===== src/rtl/classificador_palavras_param.sv =====
// Note-sequence word classifier: walks the adjective / comparative / adverb grammar one
// note per ok rising edge, with programmable prefix, inactivity timeout, rearm and counters.
module classificador_palavras_param #(
  parameter int                NOTE_W     = 4,
  parameter int                PREFIX_LEN = 2,
  parameter logic [NOTE_W-1:0] LA_BAIXO   = NOTE_W'(4'b1110),
  parameter logic [NOTE_W-1:0] SI_BAIXO   = NOTE_W'(4'b1111),
  parameter logic [NOTE_W-1:0] DO_ALTO    = NOTE_W'(4'b0001),
  parameter logic [NOTE_W-1:0] RE_ALTO    = NOTE_W'(4'b0010),
  parameter int                TIMEOUT    = 0,
  parameter int                REARM      = 0,
  parameter int                COUNT_W    = 8
) (
  input  logic               clock,
  input  logic               reset,
  input  logic               ok,
  input  logic [NOTE_W-1:0]  nota,
  output logic               fim,
  output logic [1:0]         tipo,
  output logic               fim_pulse,
  output logic [COUNT_W-1:0] cnt_erro,
  output logic [COUNT_W-1:0] cnt_adj,
  output logic [COUNT_W-1:0] cnt_cmp,
  output logic [COUNT_W-1:0] cnt_adv
);

  typedef enum logic [3:0] {
    IDLE, PRE, MARK, LA, SI, LA_DO, SI_RE, LA_SI, F_ERR, F_ADJ, F_CMP, F_ADV
  } state_t;

  localparam int PCNT_W = (PREFIX_LEN < 2) ? 1 : $clog2(PREFIX_LEN);
  localparam int TCNT_W = (TIMEOUT < 2) ? 1 : $clog2(TIMEOUT);
  localparam logic [PCNT_W-1:0] PLAST  = PCNT_W'(PREFIX_LEN - 1);
  localparam logic [TCNT_W-1:0] TLAST  = TCNT_W'(TIMEOUT - 1);
  localparam logic [NOTE_W-1:0] INV_HI = {1'b1, {(NOTE_W-1){1'b0}}};
  localparam logic [COUNT_W-1:0] CMAX  = {COUNT_W{1'b1}};

  state_t              state_r, next_state_s;
  logic                ok_q_r;
  logic [PCNT_W-1:0]   pcnt_r, next_pcnt_s;
  logic [TCNT_W-1:0]   tcnt_r, next_tcnt_s;
  logic                accept_s, term_s, active_s, enter_s;

  function automatic logic is_final(input state_t s);
    case (s)
      F_ERR, F_ADJ, F_CMP, F_ADV: is_final = 1'b1;
      default:                    is_final = 1'b0;
    endcase
  endfunction

  function automatic logic [1:0] tipo_of(input state_t s);
    case (s)
      LA, SI, F_ADJ:        tipo_of = 2'b01;
      LA_DO, SI_RE, F_CMP:  tipo_of = 2'b10;
      LA_SI, F_ADV:         tipo_of = 2'b11;
      default:              tipo_of = 2'b00;
    endcase
  endfunction

  assign accept_s = ok & ~ok_q_r;
  assign term_s   = (nota == {NOTE_W{1'b0}}) || (nota == INV_HI);
  assign active_s = (state_r != IDLE) && !is_final(state_r);
  // A rearmed word ending straight into a final state still counts as a new entry
  assign enter_s  = is_final(next_state_s) &&
                    (!is_final(state_r) || (accept_s && (REARM != 0)));

  // Next-state, prefix counter and inactivity timer
  always_comb begin
    next_state_s = state_r;
    next_pcnt_s  = pcnt_r;
    next_tcnt_s  = {TCNT_W{1'b0}};
    if (accept_s) begin
      case (state_r)
        IDLE, F_ERR, F_ADJ, F_CMP, F_ADV: begin
          if (state_r != IDLE && REARM == 0) next_state_s = state_r;
          else if (term_s)                   next_state_s = F_ERR;
          else if (PREFIX_LEN == 1)          next_state_s = MARK;
          else begin
            next_state_s = PRE;
            next_pcnt_s  = PCNT_W'(1'b1);
          end
        end
        PRE: begin
          if (term_s)                next_state_s = F_ERR;
          else if (pcnt_r == PLAST)  next_state_s = MARK;
          else begin
            next_state_s = PRE;
            next_pcnt_s  = pcnt_r + PCNT_W'(1'b1);
          end
        end
        MARK: begin
          if (term_s)                  next_state_s = F_ERR;
          else if (nota == LA_BAIXO)   next_state_s = LA;
          else if (nota == SI_BAIXO)   next_state_s = SI;
          else                         next_state_s = F_ERR;
        end
        LA: begin
          if (term_s)                  next_state_s = F_ADJ;
          else if (nota == DO_ALTO)    next_state_s = LA_DO;
          else if (nota == SI_BAIXO)   next_state_s = LA_SI;
          else                         next_state_s = F_ERR;
        end
        SI: begin
          if (term_s)                  next_state_s = F_ADJ;
          else if (nota == RE_ALTO)    next_state_s = SI_RE;
          else                         next_state_s = F_ERR;
        end
        LA_DO, SI_RE: next_state_s = term_s ? F_CMP : F_ERR;
        LA_SI:        next_state_s = term_s ? F_ADV : F_ERR;
        default:      next_state_s = F_ERR;
      endcase
    end else if (active_s) begin
      if (TIMEOUT > 0 && tcnt_r == TLAST) next_state_s = F_ERR;
      else                                 next_tcnt_s  = tcnt_r + TCNT_W'(1'b1);
    end else begin
      next_state_s = state_r;
    end
  end

  // State, registered Moore outputs and saturating result counters
  always_ff @(posedge clock or posedge reset) begin
    if (reset) begin
      state_r   <= IDLE;
      ok_q_r    <= 1'b0;
      pcnt_r    <= {PCNT_W{1'b0}};
      tcnt_r    <= {TCNT_W{1'b0}};
      fim       <= 1'b0;
      tipo      <= 2'b00;
      fim_pulse <= 1'b0;
      cnt_erro  <= {COUNT_W{1'b0}};
      cnt_adj   <= {COUNT_W{1'b0}};
      cnt_cmp   <= {COUNT_W{1'b0}};
      cnt_adv   <= {COUNT_W{1'b0}};
    end else begin
      state_r   <= next_state_s;
      ok_q_r    <= ok;
      pcnt_r    <= next_pcnt_s;
      tcnt_r    <= next_tcnt_s;
      fim       <= is_final(next_state_s);
      tipo      <= tipo_of(next_state_s);
      fim_pulse <= enter_s;
      if (enter_s) begin
        case (tipo_of(next_state_s))
          2'b00:   if (cnt_erro != CMAX) cnt_erro <= cnt_erro + COUNT_W'(1'b1);
          2'b01:   if (cnt_adj  != CMAX) cnt_adj  <= cnt_adj  + COUNT_W'(1'b1);
          2'b10:   if (cnt_cmp  != CMAX) cnt_cmp  <= cnt_cmp  + COUNT_W'(1'b1);
          2'b11:   if (cnt_adv  != CMAX) cnt_adv  <= cnt_adv  + COUNT_W'(1'b1);
          default: ;
        endcase
      end
    end
  end

endmodule


===== config.mk =====
export PLATFORM = sky130hd
export DESIGN_NAME = classificador_palavras_param
export DESIGN_NICKNAME = d
export VERILOG_FILES = /design/src/rtl/classificador_palavras_param.sv
export SDC_FILE = /design/constraint.sdc
export NUM_CORES = 1
export LEC_CHECK = 0
export CAP_MARGIN = 40
export CORE_MARGIN = 10
export CORE_UTILIZATION = 50
export DETAILED_ROUTE_END_ITERATION = 8
export GPL_TIMING_DRIVEN = 0
export HOLD_SLACK_MARGIN = 0.03
export PLACE_DENSITY = 0.87
export SETUP_SLACK_MARGIN = 0.02
export SYNTH_ARGS = -nofsm -noshare
export SYNTH_HDL_FRONTEND = slang
export SYNTH_SLANG_ARGS = --single-unit

===== constraint.sdc =====
create_clock -name clock -period 3.7 [get_ports clock]
set_clock_uncertainty 0.15 [all_clocks]
set_input_delay 0.555 -clock clock [delete_from_list [all_inputs] [get_ports clock]]
set_output_delay 0.555 -clock clock [all_outputs]
set_load 0.05 [all_outputs]

==> impl_metrics.tcl, run 1 <==
set metrics [dict create \
    status "finished clean" \
    grt_first_pass_wirelength_um 9300 \
    vias_per_cell 6.17 \
    cts_buffers 5 \
    arrival_ps 3690 \
    cap_viol_max_count 0 \
    final_common_cell "dfrtp_1" \
    final_util_pct 69.3 \
    htree_levels 2 \
    layout-drive-gt1-share_pct 18.6 \
    final_antenna_net_count 0 \
    synth_area_per_cell_um2 10.6 \
    r2r_slack_ps 40 \
    crit_type "flop to flop" \
    synth_edf_count 0 \
    ys_types 50 \
    synth_fp_nets 237 \
    cts_buffer_depth 2 \
    final.fill_count 343 \
    maxSlewViolCount 0 \
    path_depth 11 \
    most-common-layout-cells "dfrtp_1, clkdlybuf4s50_1, nand3_1" \
    max_stage_delay_ps 570 \
    endpoint_kind "flop" \
    gp_congestion 0.891 \
    portBuffers 41 \
    leakagePower_nw 1.35 \
    synth_async_sr_flop_share_pct 100 \
    dr.pass1.iters 4 \
    path_cells "clkbuf_2 > nor3_1 > o221ai_4 > a21oi_2 > clkbuf_8 > ha_1 > nor4_2 > or4b_4 > buf_6 > nor3_2 > mux2_2" \
    synth_cells 222 \
    core_um2 4440 \
    start_util_pct 52.8 \
    cts_sinks 42 \
    setup_ws_ps 37.7 \
    grt_pass1_vias 1936 \
    antenna_found_initial 0 \
    layout.cells.non_filler 326 \
    fmax_mhz 273 \
    wl_per_cell_um 18.1 \
    rr_worst_depth 11 \
    die-area_um2 7830 \
    yosys_register_bits 42 \
    dp.cells 316 \
    slowest_stage "or4b_4" \
    cp.buffers_inverters 3 \
    hp-class "input port to async pin" \
    grt_usage_pct 14.7 \
    dr_total_vias 2013 \
    required_ps 3730 \
    hold_buffers 0 \
    dieHeight_um 88.5 \
    setup_viol 0 \
    power.density_nw_per_um2 664 \
    timing.final.crit_share_pct 99.0 \
    seq_area_frac_synth_pct 44.8 \
    crit_fanout 12 \
    post-route-min-period_ps 3660 \
    drc 0 \
    hold_viol 0 \
    root_buffer "clkbuf_8" \
    start_kind "flop" \
    syn_area_um2 2340 \
    tritoncts "yes" \
    path_clk_slew_ps 80 \
    rows 24 \
    syn_to_final_growth_pct 31.4 \
    place_ws_ps -809 \
    synth_ff_type "dfrtp_1" \
    place_hpwl_um 3790 \
    clock_latency_ps 290 \
    max_slew_margin_pct 61.1 \
    grt_max_degree 38 \
    ys_warn_count 0 \
    diodes 0 \
    fin_nets 288 \
    ir_drop_mv 0.547 \
    routed_wl_um 5900 \
    dieWidth_um 88.5 \
    cp_top_family "simple AND/OR/NAND/NOR gates" \
    tightestPinTransition_ps 584 \
    drt_iter0_markers 128 \
    grt_overflow 0 \
    io_pins 43 \
]
[cell type report]
type / instances / area, µm² / area share, %
Clock inverter: 2 / 12.5 / 0.406
Tap cell: 52 / 65.1 / 2.11
Clock buffer: 6 / 82.6 / 2.68
Inverter: 7 / 31.3 / 1.02
Sequential cell: 42 / 1050 / 34.1
Timing Repair Buffer: 44 / 438 / 14.2
Buffer: 8 / 65.1 / 2.11
Multi-Input combinational cell: 165 / 1340 / 43.3
[per-layer routing]
metal	track usage (%)	share of wire (%)
met1	18.0	42
met2	23.3	49
met3	6.07	8.7
met4	3.96	0.42
met5	0	0
[sequential cells by signal, indices dropped and copies added (netlist names), 2 cells and up]
name and flops:
cnt_cmp 8, state_r 4, cnt_adv 8, cnt_adj 8, cnt_erro 8, tipo 2
[through the flow]
stage | area, µm² | setup TNS (ps) | hold WS, ps | power [mW]
6_report | 3080 | 0 | 311 | 2.05
5_1_grt | 3080 | -760 | 320 | 2.15
4_1_cts | 3010 | 0 | 309 | 1.99
3_5_place_dp | 2840 | -21360 | 326 | 1.62
3_3_place_gp | 2820 | -19490 | 323 | 1.59
2_1_floorplan | 2340 | 0 | 315 | 1.33
[final timing paths]
kind                                         startpoint                       to
worst min register to register  cnt_erro[4]$_DFFE_PP0P_  cnt_erro[4]$_DFFE_PP0P_
max in group asynchronous                         reset   cnt_adv[4]$_DFFE_PP0P_
min in group clock              cnt_erro[4]$_DFFE_PP0P_  cnt_erro[4]$_DFFE_PP0P_
worst max register to register     state_r[2]$_DFF_PP0_   cnt_cmp[1]$_DFFE_PP0P_
worst min-delay path                              reset   cnt_adj[6]$_DFFE_PP0P_
worst max-delay path               state_r[2]$_DFF_PP0_   cnt_cmp[1]$_DFFE_PP0P_
[report_power, final]
part | internal [mW] | leakage [nW] | switching, mW
Sequential | 0.545 | 0.561 | 0.118
Combinational | 0.388 | 0.740 | 0.690
Clock | 0.150 | 0.0472 | 0.154
[cell families (layout without fill, tap and decap cells)]
logic type	after synthesis	after routing	share of synthesized area, %
XOR/XNOR	29	29	10.8
AO/OA/AOI/OAI	25	25	8.22
buffers and inverters	15	67	3.36
adder cells (fa/ha/maj)	8	8	4.27
multiplexers	4	4	2.08
flip-flops	42	42	44.8
AND/OR/NAND/NOR	99	99	26.4
[synthesized netlist by cell type (3+ instances only)]
library cell	instances	area share, %
a211oi_1	3	0.96
nand3_1	25	5.3
xnor2_1	9	3.4
nor2b_1	3	0.80
clkbuf_1	5	0.80
buf_6	3	1.4
xor2_1	20	7.5
nand4_1	5	1.3
ha_1	8	4.3
nand3b_1	3	0.96
and3_1	12	3.2
nor2_1	4	0.64
nor4_1	17	4.5
dfrtp_1	42	45
inv_1	5	0.80
a21oi_1	4	0.85
mux2_2	3	1.4
nand2_1	8	1.3
nor3_1	4	0.85
[worst reg2reg max path: stages, from the launching register on]
cell      delay, ps
dfrtp_1         480
clkbuf_2        240
nor3_1          470
o221ai_4        180
a21oi_2         200
clkbuf_8        210
ha_1            210
nor4_2           80
or4b_4          570
buf_6           180
nor3_2          210
mux2_2          360
[repair_timing]
item / 4_1_cts / 5_1_grt
gates resized for setup: 15 / 20
cloned: 0 / 0
setup buffers: 1 / 1
endpoints found under the setup margin: 33 / 23
pin swaps: 1 / 2
Note: power is estimated with default switching activity, not from simulation.
==> run 2, diff against run 1 <==
--- a/config.mk
+++ b/config.mk
@@ -12,6 +12,7 @@
 export GPL_TIMING_DRIVEN = 0
 export HOLD_SLACK_MARGIN = 0.03
 export PLACE_DENSITY = 0.87
+export RECOVER_POWER = 50
 export SETUP_SLACK_MARGIN = 0.02
 export SYNTH_ARGS = -nofsm -noshare
 export SYNTH_HDL_FRONTEND = slang
==> impl_metrics.tcl, run 2 (synthesized netlist as in run 1, its figures left out) <==
set metrics [dict create \
    grt_usage_pct 14.7 \
    dr_total_vias 2010 \
    final_antenna_net_count 0 \
    wl_per_cell_um 18.1 \
    place_hpwl_um 3790 \
    tritoncts "yes" \
    drt_iter0_markers 128 \
    ir_drop_mv 0.548 \
    tns_ps 0 \
    most-common-layout-cells "dfrtp_1, clkdlybuf4s50_1, nand3_1" \
    endpoint_kind "flop" \
    start_kind "flop" \
    fin_hold_ws_ps 341 \
    max_slew_margin_pct -28.0 \
    core_um2 4440 \
    drc 0 \
    crit_type "flop to flop" \
    syn_to_final_growth_pct 30.7 \
    final_common_cell "dfrtp_1" \
    status "finished with violations" \
    crit_fanout 12 \
    dieWidth_um 88.5 \
    clock_latency_ps 290 \
    grt_pass1_vias 1936 \
    hp-class "flop to flop" \
    routed_wl_um 5920 \
    dr.pass1.iters 4 \
    hold_buffers 0 \
    required_ps 3730 \
    start_util_pct 52.8 \
    grt_overflow 0 \
    root_buffer "clkbuf_8" \
    cap_viol_max_count 1 \
    maxSlewViolCount 38 \
    htree_levels 2 \
    layout-drive-gt1-share_pct 17.9 \
    path_clk_slew_ps 80 \
    die-area_um2 7830 \
    cts_buffers 5 \
    leakagePower_nw 1.34 \
    io_pins 43 \
    arrival_ps 3690 \
    fmax_mhz 273 \
    gp_congestion 0.891 \
    timing.final.crit_share_pct 99.1 \
    cts_buffer_depth 2 \
    portBuffers 41 \
    rows 24 \
    tightestPinTransition_ps 1920 \
    cts_sinks 42 \
    hold_viol 0 \
    fin_nets 288 \
    grt_first_pass_wirelength_um 9300 \
    violations "max-capacitance violations, max-slew violations" \
    post-route-min-period_ps 3670 \
    vias_per_cell 6.17 \
    setup_viol 0 \
    power.density_nw_per_um2 667 \
    grt_max_degree 38 \
    diodes 0 \
    antenna_found_initial 0 \
    dieHeight_um 88.5 \
]
==> run 2: changes by cell type in the layout (fill, tap and decap cells not counted), sizes merged <==
cell | before | now
buf | 6 | 5
dlygate4sd3 | 0 | 1
clkbuf | 13 | 14
clkdlybuf4s50 | 38 | 37
==> run 2: what timing repair did <==
| action | CTS | global route |
|---|---|---|
| pin swaps | 1 | 2 |
| cloned | 0 | 0 |
| setup endpoints to repair | 33 | 23 |
| buffers inserted | 1 | 1 |
| hold endpoints to repair | 0 | 0 |
| gates resized for setup | 15 | 20 |
==> run 2: stage by stage <==
step           power (mW)  worst slack (ps)  cells  cell area [µm²]  util (%)
6_report             2.04              31.7    326             3060      68.9
5_1_grt              2.15              -104    326             3060      68.9
4_1_cts              1.99              56.4    325             3010      67.7
3_5_place_dp         1.62              -809    316             2840      63.9
3_3_place_gp         1.59              -803    315             2820      63.5
2_1_floorplan        1.33              29.1    222             2340         -
==> run 2: worst paths after layout <==
check                                        startpoint                      end  slack, ps  depth (start not counted)
worst min register to register  cnt_erro[4]$_DFFE_PP0P_  cnt_erro[4]$_DFFE_PP0P_        340                          1
worst max register to register     state_r[2]$_DFF_PP0_   cnt_cmp[1]$_DFFE_PP0P_         30                         11
worst max-delay path               state_r[2]$_DFF_PP0_   cnt_cmp[1]$_DFFE_PP0P_         30                         11
max in group asynchronous                         reset   cnt_cmp[1]$_DFFE_PP0P_        880                          3
worst min-delay path            cnt_erro[4]$_DFFE_PP0P_  cnt_erro[4]$_DFFE_PP0P_        340                          1
min in group asynchronous                         reset   cnt_adj[4]$_DFFE_PP0P_        450                          2
==> run 2: layout make-up <==
type | count | area, µm²
flip-flops and latches | 42 | 1050
multi-input cells | 165 | 1340
well taps | 52 | 65.1
plain buffers | 8 | 65.1
clock inverters | 2 | 12.5
repair buffers | 44 | 422
inverters | 7 | 31.3
clock buffers | 6 | 82.6
fillers | 343 | 1380
==> run 2: routing by layer <==
| metal | wire length [µm] | vias to the layer above | track usage (%) |
|---|---|---|---|
| met5 | 0 | - | 0 |
| li1 | - | 939 | - |
| met4 | 41 | 0 | 3.96 |
| met1 | 2460 | 993 | 18.0 |
| met2 | 2910 | 72 | 23.3 |
| met3 | 504 | 6 | 6.07 |
==> run 2: power breakdown <==
group,internal (mW),switching (mW),total (mW)
logic,0.386,0.690,1.08
clock network,0.150,0.154,0.304
registers,0.545,0.118,0.663
total,1.08,0.961,2.04
==> run 2: worst max-delay path, stage by stage, from the launching register on <==
cell	delay [ps]
dfrtp_1	480
clkbuf_2	250
nor3_1	470
o221ai_4	180
a21oi_2	200
clkbuf_8	210
ha_1	210
nor4_2	80
or4b_4	570
buf_6	180
nor3_2	210
mux2_2	360
